File: src/rtl/ts_pkg.sv
// Shared definitions for the timestamper record format.
// These definitions are used by both the capture stage and the serializer.
package ts_pkg;

   // The channel and lost bits sit directly above the timestamp field.
   // Their absolute bit index is TS_WIDTH + offset.
   localparam int REC_TS_LSB   = 0;
   localparam int REC_CH_BIT   = 0;
   localparam int REC_LOST_BIT = 1;

   localparam logic CH0 = 1'b0;
   localparam logic CH1 = 1'b1;

   function automatic int rec_width(input int ts_w);
      return ts_w + 2;
   endfunction

endpackage

File: src/rtl/sync_fifo.sv
// First-word-fall-through synchronous FIFO with wrap-bit pointers.
// A write to a full FIFO is accepted when a read happens in the same cycle.
module sync_fifo #(
   parameter int WIDTH = 8,
   parameter int DEPTH = 4
) (
   input  logic             clk,
   input  logic             rst,
   input  logic             wr_en,
   input  logic [WIDTH-1:0] wr_data,
   output logic             full,
   input  logic             rd_en,
   output logic [WIDTH-1:0] rd_data,
   output logic             empty
);

   localparam int AW = $clog2(DEPTH);
   localparam logic [AW:0] PTR_ONE = 1;

   logic [AW:0]      wr_ptr_q, wr_ptr_d, rd_ptr_q, rd_ptr_d;
   logic [WIDTH-1:0] mem_q [DEPTH];
   logic [WIDTH-1:0] mem_d [DEPTH];
   logic             do_rd, do_wr;

   always_comb begin
      empty    = (wr_ptr_q == rd_ptr_q);
      full     = (wr_ptr_q[AW] != rd_ptr_q[AW]) &&
                 (wr_ptr_q[AW-1:0] == rd_ptr_q[AW-1:0]);
      do_rd    = rd_en && !empty;
      do_wr    = wr_en && (!full || do_rd);
      wr_ptr_d = wr_ptr_q;
      rd_ptr_d = rd_ptr_q;
      mem_d    = mem_q;
      if (do_wr) begin
         mem_d[wr_ptr_q[AW-1:0]] = wr_data;
         wr_ptr_d = wr_ptr_q + PTR_ONE;
      end
      if (do_rd) begin
         rd_ptr_d = rd_ptr_q + PTR_ONE;
      end
      // Storage is not reset, so the output is masked to 0 while the FIFO is empty.
      rd_data = empty ? '0 : mem_q[rd_ptr_q[AW-1:0]];
   end

   always_ff @(posedge clk or posedge rst) begin
      if (rst) begin
         wr_ptr_q <= '0;
         rd_ptr_q <= '0;
      end else begin
         wr_ptr_q <= wr_ptr_d;
         rd_ptr_q <= rd_ptr_d;
      end
   end

   always_ff @(posedge clk) begin
      mem_q <= mem_d;
   end

endmodule

File: src/rtl/timestamp_capture.sv
// Timestamper front end. It synchronizes two event inputs, detects rising edges and tags each edge
// with a free-running counter value. Records are buffered in a FIFO for the serializer.
module timestamp_capture
   import ts_pkg::*;
#(
   parameter int TS_WIDTH   = 32,
   parameter int FIFO_DEPTH = 4
) (
   input  logic                clk,
   input  logic                rst,
   input  logic                datain_ch0,
   input  logic                datain_ch1,
   output logic [TS_WIDTH+1:0] rec_data,
   output logic                rec_valid,
   input  logic                rec_ready,
   output logic [TS_WIDTH-1:0] ts_count
);

   localparam int REC_W = rec_width(TS_WIDTH);
   localparam logic [TS_WIDTH-1:0] CNT_ONE = 1;

   logic [TS_WIDTH-1:0] cnt_q, cnt_d;
   logic [1:0]          sync1_q, sync1_d, sync2_q, sync2_d, prev_q, prev_d;
   logic [1:0]          pend_q, pend_d, lost_q, lost_d;
   logic [TS_WIDTH-1:0] ts_q [2];
   logic [TS_WIDTH-1:0] ts_d [2];
   logic [1:0]          din, edge_det, xfer;
   logic                fifo_full, fifo_empty, pop, can_push, wr_en;
   logic [REC_W-1:0]    wr_data;

   always_comb begin
      din     = {datain_ch1, datain_ch0};
      cnt_d   = cnt_q + CNT_ONE;
      sync1_d = din;
      sync2_d = sync1_q;
      prev_d  = sync2_q;
      edge_det = sync2_q & ~prev_q;

      // Channel 0 wins. A pop frees a slot in the same cycle, so a full FIFO can still take a record.
      pop      = rec_valid && rec_ready;
      can_push = !fifo_full || pop;
      xfer     = 2'b00;
      if (can_push) begin
         if (pend_q[0])      xfer[0] = 1'b1;
         else if (pend_q[1]) xfer[1] = 1'b1;
      end

      for (int i = 0; i < 2; i++) begin
         pend_d[i] = pend_q[i];
         lost_d[i] = lost_q[i];
         ts_d[i]   = ts_q[i];
         if (xfer[i]) begin
            pend_d[i] = 1'b0;
            lost_d[i] = 1'b0;
         end
         if (edge_det[i]) begin
            if (!pend_q[i] || xfer[i]) begin
               ts_d[i]   = cnt_q;
               pend_d[i] = 1'b1;
            end else begin
               lost_d[i] = 1'b1;
            end
         end
      end

      wr_en   = |xfer;
      wr_data = '0;
      if (xfer[0]) begin
         wr_data[TS_WIDTH+REC_LOST_BIT]        = lost_q[0];
         wr_data[TS_WIDTH+REC_CH_BIT]          = CH0;
         wr_data[TS_WIDTH-1:REC_TS_LSB]        = ts_q[0];
      end else if (xfer[1]) begin
         wr_data[TS_WIDTH+REC_LOST_BIT]        = lost_q[1];
         wr_data[TS_WIDTH+REC_CH_BIT]          = CH1;
         wr_data[TS_WIDTH-1:REC_TS_LSB]        = ts_q[1];
      end

      ts_count = cnt_q;
   end

   always_ff @(posedge clk or posedge rst) begin
      if (rst) begin
         cnt_q   <= '0;
         sync1_q <= '0;
         sync2_q <= '0;
         prev_q  <= '0;
         pend_q  <= '0;
         lost_q  <= '0;
         ts_q[0] <= '0;
         ts_q[1] <= '0;
      end else begin
         cnt_q   <= cnt_d;
         sync1_q <= sync1_d;
         sync2_q <= sync2_d;
         prev_q  <= prev_d;
         pend_q  <= pend_d;
         lost_q  <= lost_d;
         ts_q[0] <= ts_d[0];
         ts_q[1] <= ts_d[1];
      end
   end

   sync_fifo #(
      .WIDTH (REC_W),
      .DEPTH (FIFO_DEPTH)
   ) u_fifo (
      .clk     (clk),
      .rst     (rst),
      .wr_en   (wr_en),
      .wr_data (wr_data),
      .full    (fifo_full),
      .rd_en   (pop),
      .rd_data (rec_data),
      .empty   (fifo_empty)
   );

   assign rec_valid = !fifo_empty;

endmodule

File: config.mk
export PLATFORM = sky130hd
export DESIGN_NAME = timestamp_capture
export DESIGN_NICKNAME = d
export VERILOG_FILES = /design/src/rtl/ts_pkg.sv /design/src/rtl/sync_fifo.sv /design/src/rtl/timestamp_capture.sv
export SDC_FILE = /design/constraint.sdc
export NUM_CORES = 1
export LEC_CHECK = 0
export ABC_AREA = 1
export CAP_MARGIN = 20
export CORE_MARGIN = 2
export CORE_UTILIZATION = 60
export DETAILED_ROUTE_END_ITERATION = 8
export MAX_ROUTING_LAYER = met4
export PLACE_DENSITY = 0.85
export SYNTH_ARGS = -nofsm -noshare
export SYNTH_HDL_FRONTEND = slang
export SYNTH_HIERARCHICAL = 1
export SYNTH_SLANG_ARGS = --single-unit
File: constraint.sdc
create_clock -name clk -period 5.8 [get_ports clk]
set_input_delay 0.87 -clock clk [delete_from_list [all_inputs] [get_ports clk]]
set_output_delay 0.87 -clock clk [all_outputs]
set_load 0.01 [all_outputs]
==> flow_summary_export.csv, run 1 <==
group,metric,value,unit
run_status,status,"finished clean",
synthesis,async_flop_share,45.16,%
drt,drtPass1Iterations,7,
power,clkPwrFrac,26.2,%
cells_and_area,insertedDiodeCount,0,
clock_network,cts.sinks,248,
synthesis,synth_edf_count,136,
timing,finalCritPeriodShare,73.60,%
floorplanning,fp.dieW,137.8,um
drt,wl_per_cell,17.09,um
power,switching_share,33.56,%
drt,totalWireLength,23860,um
synthesis,yosysMostFrequentCell,"nand2_1",
grt,overflow,0,
clock_network,clkTransAtPathRegs,60,ps
worst_setup_path,cp_num_buf_inv,4,
power,power.leakage,5.397,nW
cells_and_area,n_fill_cell,1226,
worst_setup_path,worstReg2RegStart,"u_fifo/rd_ptr_q[1]",
synthesis,syn_area,0.01073,mm^2
drt,top_layer_used,"met4",
worst_setup_path,reg2reg_depth,11,
power,power_frac_comb,33.8,%
hold_path,min_path_type,"reg2reg",
clock_network,cts_tree,"done",
floorplanning,io_pins,72,
synthesis,synth_nets,1112,
synthesis,ys_warn_count,6,
clock_network,cts_root_buffer,"clkbuf_16",
floorplanning,fp.dieH,137.8,um
worst_setup_path,cp_num_cells,7,
synthesis,synthCells,1101,
worst_setup_path,slowest_delay,870,ps
placement,place_congestion,0.8655,
power,p_seq_share,40.0,%
worst_setup_path,startpoint,"u_fifo/rd_ptr_q[0]",
timing,slew_headroom,26.90,%
clock_network,clockBufferDepth,3,
grt,grt.total_usage,26.76,%
timing,finalCriticalPeriod,4269,ps
drt,vias_per_cell,5.670,
power,p_switching,1.941,mW
timing,finalMaxSlewViolations,0,
synthesis,ys_seq_elements,248,
synthesis,avgSynthCellArea,9.749,um^2
worst_setup_path,endpoint_kind,"output pin",
power,p_per_area,470.3,mW/mm^2
floorplanning,num_rows,48,
job,max-cap-violations,0,
timing,setup_viol_count_final,0,
timing,tightest_slew,1096,ps
timing,skew,18.83,ps
synthesis,synth_area_leaders,"edfxtp_1 (38%), dfrtp_1 (26%), nand2_1 (12%)",
drt,drcViolationCount,0,
cells_and_area,nets,1167,
timing,rsz0062_at_grt,"false",
cells_and_area,layout-drive-gt1-share,5.636,%
drt,drt-met1-wl,9839,um
clock_network,cts_made_buffers,24,
clock_network,cts_resized,0,
timing,hold_violations,0,
power,p_total,5.784,mW
clock_network,cts-hold-fix-buffers,0,
cells_and_area,syn2layout_area_growth,14.59,%
worst_setup_path,cp-endpoint,"rec_data[14]",
power,p_int,3.843,mW
worst_setup_path,cp.required,4930,ps
drt,wl_met3,1760,um
worst_setup_path,r2r_end,"u_fifo/mem_q[46]",
drt,antenna_left,0,
worst_setup_path,crit_family,"buffers and inverters",
synthesis,ys_types,28,
grt,antenna_found_initial,0,
worst_setup_path,cp-start-kind,"flip-flop",
floorplanning,core,0.01742,mm^2
worst_setup_path,path_class,"reg2out",
worst_setup_path,r2r_slack,1610,ps
drt,wl_met2,11610,um
grt,grt_pass1_wl,37960,um
floorplanning,die-area,0.01898,mm^2
timing,tns,0,ps
cells_and_area,multi_input_area,0.003247,mm^2
placement,port_buffers,71,
placement,dp_hpwl,14780,um
worst_setup_path,crit_chain,"buf_4 > inv_2 > o21ai_0 > o22ai_1 > nand2_1 > inv_1 > clkdlybuf4s50_1",
synthesis,synth_ff_type,"edfxtp_1",
floorplanning,start_util,61.63,%
grt,first_global_vias,7491,
synthesis,synth_common_cells,"nand2_1 (331), edfxtp_1 (136), nor2_1 (118), dfrtp_1 (112), nand3_1 (97)",
clock_network,clock_latency,520,ps
synthesis,yosys.area.top_type_share,38.05,%
worst_setup_path,cp_max_fo,71,
worst_setup_path,worstPathArrival,3400,ps
synthesis,yosysTopAreaCell,"edfxtp_1",
synthesis,ys_seq_area_share,64.16,%
power,ir_drop,0.4374,mV
drt,initialDrtViolationCount,821,
timing,fmax,0.2343,GHz
worst_setup_path,slowest_stage,"inv_2",
grt,grt_max_degree,76,
cells_and_area,register_area,0.006888,mm^2
clock_network,htree_num_levels,1,
clock_network,post_cts_buffers,0,
drt,vias,7915,
[metal layers]
metal / GRT usage (%) / vias up
li1: - / 3719
met1: 36.04 / 3812
met2: 43.12 / 336
met3: 3.311 / 48
met4: 8.673 / 0
met5: - / -
[area by class of cell]
type	instances	share of cell area, %
sequential	248	56.00
clock buffer	31	5.432
inverter	88	2.726
tap	225	2.289
clock inverter	10	0.7731
multi-input combinational	713	26.40
timing repair buffer	81	6.388
[flip-flops by register name, indices dropped and copies added (netlist names), named ones only]
register / cells
pend_q: 2
u_fifo/mem_q: 136
ts_q: 64
u_fifo/wr_ptr_q: 3
lost_q: 1
sync1_q: 2
u_fifo/rd_ptr_q: 3
prev_q: 2
ts_count: 32
prev_d: 2
[cells in the final DEF (no fill, tap or decap), drive strengths merged]
master,instances
nand2,336
nand3,98
xnor2,5
dfrtp,112
o21ai,94
xor2,13
bufinv,2
edfxtp,136
buf,10
inv,88
clkbuf,31
o211ai,1
clkdlybuf4s50,71
nand4,1
nor2,123
ha,6
nand3b,2
clkinv,8
o22ai,34
[metrics by stage]
stage	area [um^2]	util (%)	hold slack, ps	setup WS, ps	instances
after global placement	11540	66.24	332.6	1740	1355
final	12300	70.63	349.5	1531	1396
after detailed placement	11540	66.24	336.2	1614	1355
after global routing	12300	70.63	356.0	1231	1396
after CTS	12300	70.63	349.6	1562	1396
after floorplan	10730	-	331.2	2141	1101
[worst min-delay path by stage]
stage / start / endpoint / slack, ps / depth (start not counted)
after global placement: sync1_q[1] / prev_d[1] / 330 / 0
after floorplan: sync1_q[0] / prev_d[0] / 330 / 0
after CTS: sync1_q[0] / prev_d[0] / 350 / 0
final: sync1_q[0] / prev_d[0] / 350 / 0
after detailed placement: sync1_q[0] / prev_d[0] / 340 / 0
after global routing: sync1_q[0] / prev_d[0] / 360 / 0
[worst register-to-register path, cell delays in order, from the launching register on]
cell and delay [ps]:
dfrtp_1 680, inv_4 260, nand2_1 130, nand2_1 100, nand3_2 520, inv_1 260
o21ai_4 750, nand2_2 210, nand2_1 190, nand2_2 150, nor2_2 120, buf_4 440
[power by group through the flow]
stage	Combinational [mW]	Clock (mW)	Sequential [mW]
5_1_grt	2.17	1.59	2.34
2_1_floorplan	1.24	0	2.31
3_3_place_gp	1.90	0	2.33
6_report	1.95	1.52	2.31
4_1_cts	1.96	1.52	2.31
3_5_place_dp	1.94	0	2.34
[logic make-up (layout without fill, tap and decap cells)]
group	count (synthesis)	count (layout)	share of synthesized area, %
flops	248	248	64.16
compound gates	129	129	6.586
fa+ha+maj	6	6	0.6994
buf+inv	140	210	5.688
simple gates	560	560	21.33
xor+xnor	18	18	1.539
Note: power is estimated with default switching activity, not from simulation.
==> inputs of run 2 (changes only) <==
--- a/config.mk
+++ b/config.mk
@@ -8,10 +8,10 @@
 export ABC_AREA = 1
 export CAP_MARGIN = 20
 export CORE_MARGIN = 2
-export CORE_UTILIZATION = 60
+export CORE_UTILIZATION = 53
 export DETAILED_ROUTE_END_ITERATION = 8
 export MAX_ROUTING_LAYER = met4
-export PLACE_DENSITY = 0.85
+export PLACE_DENSITY = 0.8
 export SYNTH_ARGS = -nofsm -noshare
 export SYNTH_HDL_FRONTEND = slang
 export SYNTH_HIERARCHICAL = 1
==> constraint.sdc (replaced) <==
create_clock -name clk -period 3.7 [get_ports clk]
set_input_delay 0.555 -clock clk [delete_from_list [all_inputs] [get_ports clk]]
set_output_delay 0.555 -clock clk [all_outputs]
set_load 0.01 [all_outputs]
==> run 2 against run 1 <==
Effect of this change:
- non-clock buffer count rose by 5
- worst hold slack improved by 3.0 ps
- largest power group unchanged
- sequential share of layout area fell by 0.49 points
- clock power rose by 54%
- largest cell class unchanged
- die area rose by 13%
- combinational power rose by 57%
- critical path type unchanged
- final cell count rose by 3.8%
- total power rose by 57%
- worst setup slack got worse by 1200 ps
==> flow_summary_export.csv, run 2 (synthesized netlist as in run 1, its figures left out) <==
group,metric,value,unit
floorplanning,fp.dieW,146.3,um
placement,dp_hpwl,15140,um
clock_network,cts_resized,0,
hold_path,hold_depth,0,
timing,hold_violations,0,
floorplanning,core,0.02004,mm^2
cells_and_area,n_fill_cell,1619,
floorplanning,io_pins,72,
hold_path,holdPathEnd,"prev_d[0]",
worst_setup_path,worstReg2RegStart,"u_fifo/rd_ptr_q[1]",
power,p_per_area,730.0,mW/mm^2
timing,skew,15.41,ps
worst_setup_path,r2r_end,"u_fifo/mem_q[65]",
cells_and_area,syn2layout_area_growth,15.61,%
drt,vias_per_cell,5.406,
placement,port_buffers,71,
placement,place_congestion,0.8714,
cells_and_area,layout-drive-gt1-share,6.022,%
grt,antenna_found_initial,0,
worst_setup_path,r2r_slack,680,ps
power,ir_drop,0.3898,mV
clock_network,htree_num_levels,1,
worst_setup_path,slowest_delay,650,ps
clock_network,cts_made_buffers,25,
grt,grt_max_degree,56,
power,p_seq_share,40.4,%
worst_setup_path,cp.required,3140,ps
floorplanning,die-area,0.02141,mm^2
worst_setup_path,crit_family,"buffers and inverters",
worst_setup_path,cp_max_fo,48,
timing,rsz0062_at_grt,"false",
hold_path,min_path_type,"reg2reg",
power,power.leakage,5.416,nW
cells_and_area,insertedDiodeCount,0,
cells_and_area,layout_commonest_cell,"nand2_1",
clock_network,cts-hold-fix-buffers,0,
power,power_frac_comb,33.8,%
cells_and_area,nets,1173,
drt,totalWireLength,23680,um
timing,finalMaxSlewViolations,0,
drt,vias,7833,
grt,grt.total_usage,23.13,%
grt,overflow,0,
worst_setup_path,cp-start-kind,"flip-flop",
job,max-cap-violations,0,
worst_setup_path,path_class,"reg2out",
worst_setup_path,cp_num_buf_inv,3,
drt,drcViolationCount,0,
power,p_int,5.992,mW
clock_network,clkTransAtPathRegs,60,ps
timing,fmax,0.2980,GHz
power,switching_share,33.85,%
power,p_switching,3.067,mW
timing,slew_headroom,53.82,%
timing,finalCriticalPeriod,3356,ps
cells_and_area,final_cell_mix,"nand2_1 (331), edfxtp_1 (136), nor2_1 (114)",
floorplanning,start_util,53.57,%
timing,finalWorstSetupSlack,343.8,ps
clock_network,clockBufferDepth,3,
timing,setup_viol_count_final,0,
timing,tns,0,ps
floorplanning,num_rows,52,
hold_path,hp-start,"sync1_q[0]",
grt,grt_pass1_wl,38680,um
worst_setup_path,crit_chain,"buf_4 > o21ai_0 > o22ai_1 > nand2_1 > inv_1 > clkdlybuf4s50_1",
clock_network,cts_tree,"done",
run_status,status,"finished clean",
cells_and_area,largest_reg_flops,136,
placement,preCtsSetupSlack,778.6,ps
drt,initialDrtViolationCount,730,
grt,first_global_vias,7623,
worst_setup_path,reg2reg_depth,11,
timing,finalCritPeriodShare,90.71,%
clock_network,cts_root_buffer,"clkbuf_16",
drt,drtPass1Iterations,5,
drt,antenna_left,0,
clock_network,clock_latency,520,ps
timing,tightest_slew,685.4,ps
drt,wl_per_cell,16.34,um
worst_setup_path,worstPathArrival,2800,ps
clock_network,post_cts_buffers,0,
worst_setup_path,slowest_stage,"dfrtp_2",
power,clkPwrFrac,25.8,%
cells_and_area,top_register,"u_fifo/mem_q",
worst_setup_path,endpoint_kind,"output pin",
clock_network,cts.sinks,248,
floorplanning,fp.dieH,146.3,um
run 2: power by group through the flow:
| stage | clock (mW) | combinational [mW] | sequential [mW] |
|---|---|---|---|
| floorplan | 0 | 1.94 | 3.62 |
| global placement | 0 | 3.02 | 3.69 |
| detailed placement | 0 | 3.09 | 3.71 |
| CTS | 2.38 | 3.10 | 3.66 |
| global route | 2.49 | 3.38 | 3.70 |
| finish | 2.34 | 3.06 | 3.66 |
run 2: layer usage:
| layer | vias to the layer above | track usage (%) | part of all wire, % |
|---|---|---|---|
| met1 | 3740 | 31.39 | 43 |
| met2 | 303 | 35.99 | 47 |
| met5 | - | - | 0 |
| li1 | 3749 | - | - |
| met4 | 0 | 8.301 | 2.6 |
| met3 | 41 | 3.562 | 7.2 |
run 2: worst max path at each step:
stage,start,end,cells past startpoint
final,u_fifo/rd_ptr_q[0],rec_data[29],6
after global routing,u_fifo/rd_ptr_q[1],rec_data[26],8
after CTS,u_fifo/rd_ptr_q[0],rec_data[29],6
after detailed placement,u_fifo/rd_ptr_q[1],u_fifo/mem_q[56],11
after global placement,u_fifo/rd_ptr_q[1],u_fifo/mem_q[56],11
after floorplan,u_fifo/rd_ptr_q[0],u_fifo/mem_q[0],11
run 2: stage by stage:
stage	utilization, %	power [mW]	hold slack, ps	cell area (um^2)	cells
floorplan	-	5.562	331.2	10730	1101
global placement	58.17	6.706	333.3	11660	1405
detailed placement	58.17	6.792	336.4	11660	1405
CTS	61.93	9.134	350.0	12410	1449
global route	61.93	9.567	357.6	12410	1449
finish	61.93	9.059	352.5	12410	1449
run 2: final cells by class:
cell class	count	area (um^2)	share of cell area [%]
multi-input cells	713	3247	26.16
repair buffers	86	848.3	6.836
flip-flops and latches	248	6888	55.51
well taps	270	337.8	2.722
clock buffers	34	669.4	5.394
inverters	88	335.3	2.702
clock inverters	10	83.83	0.6755
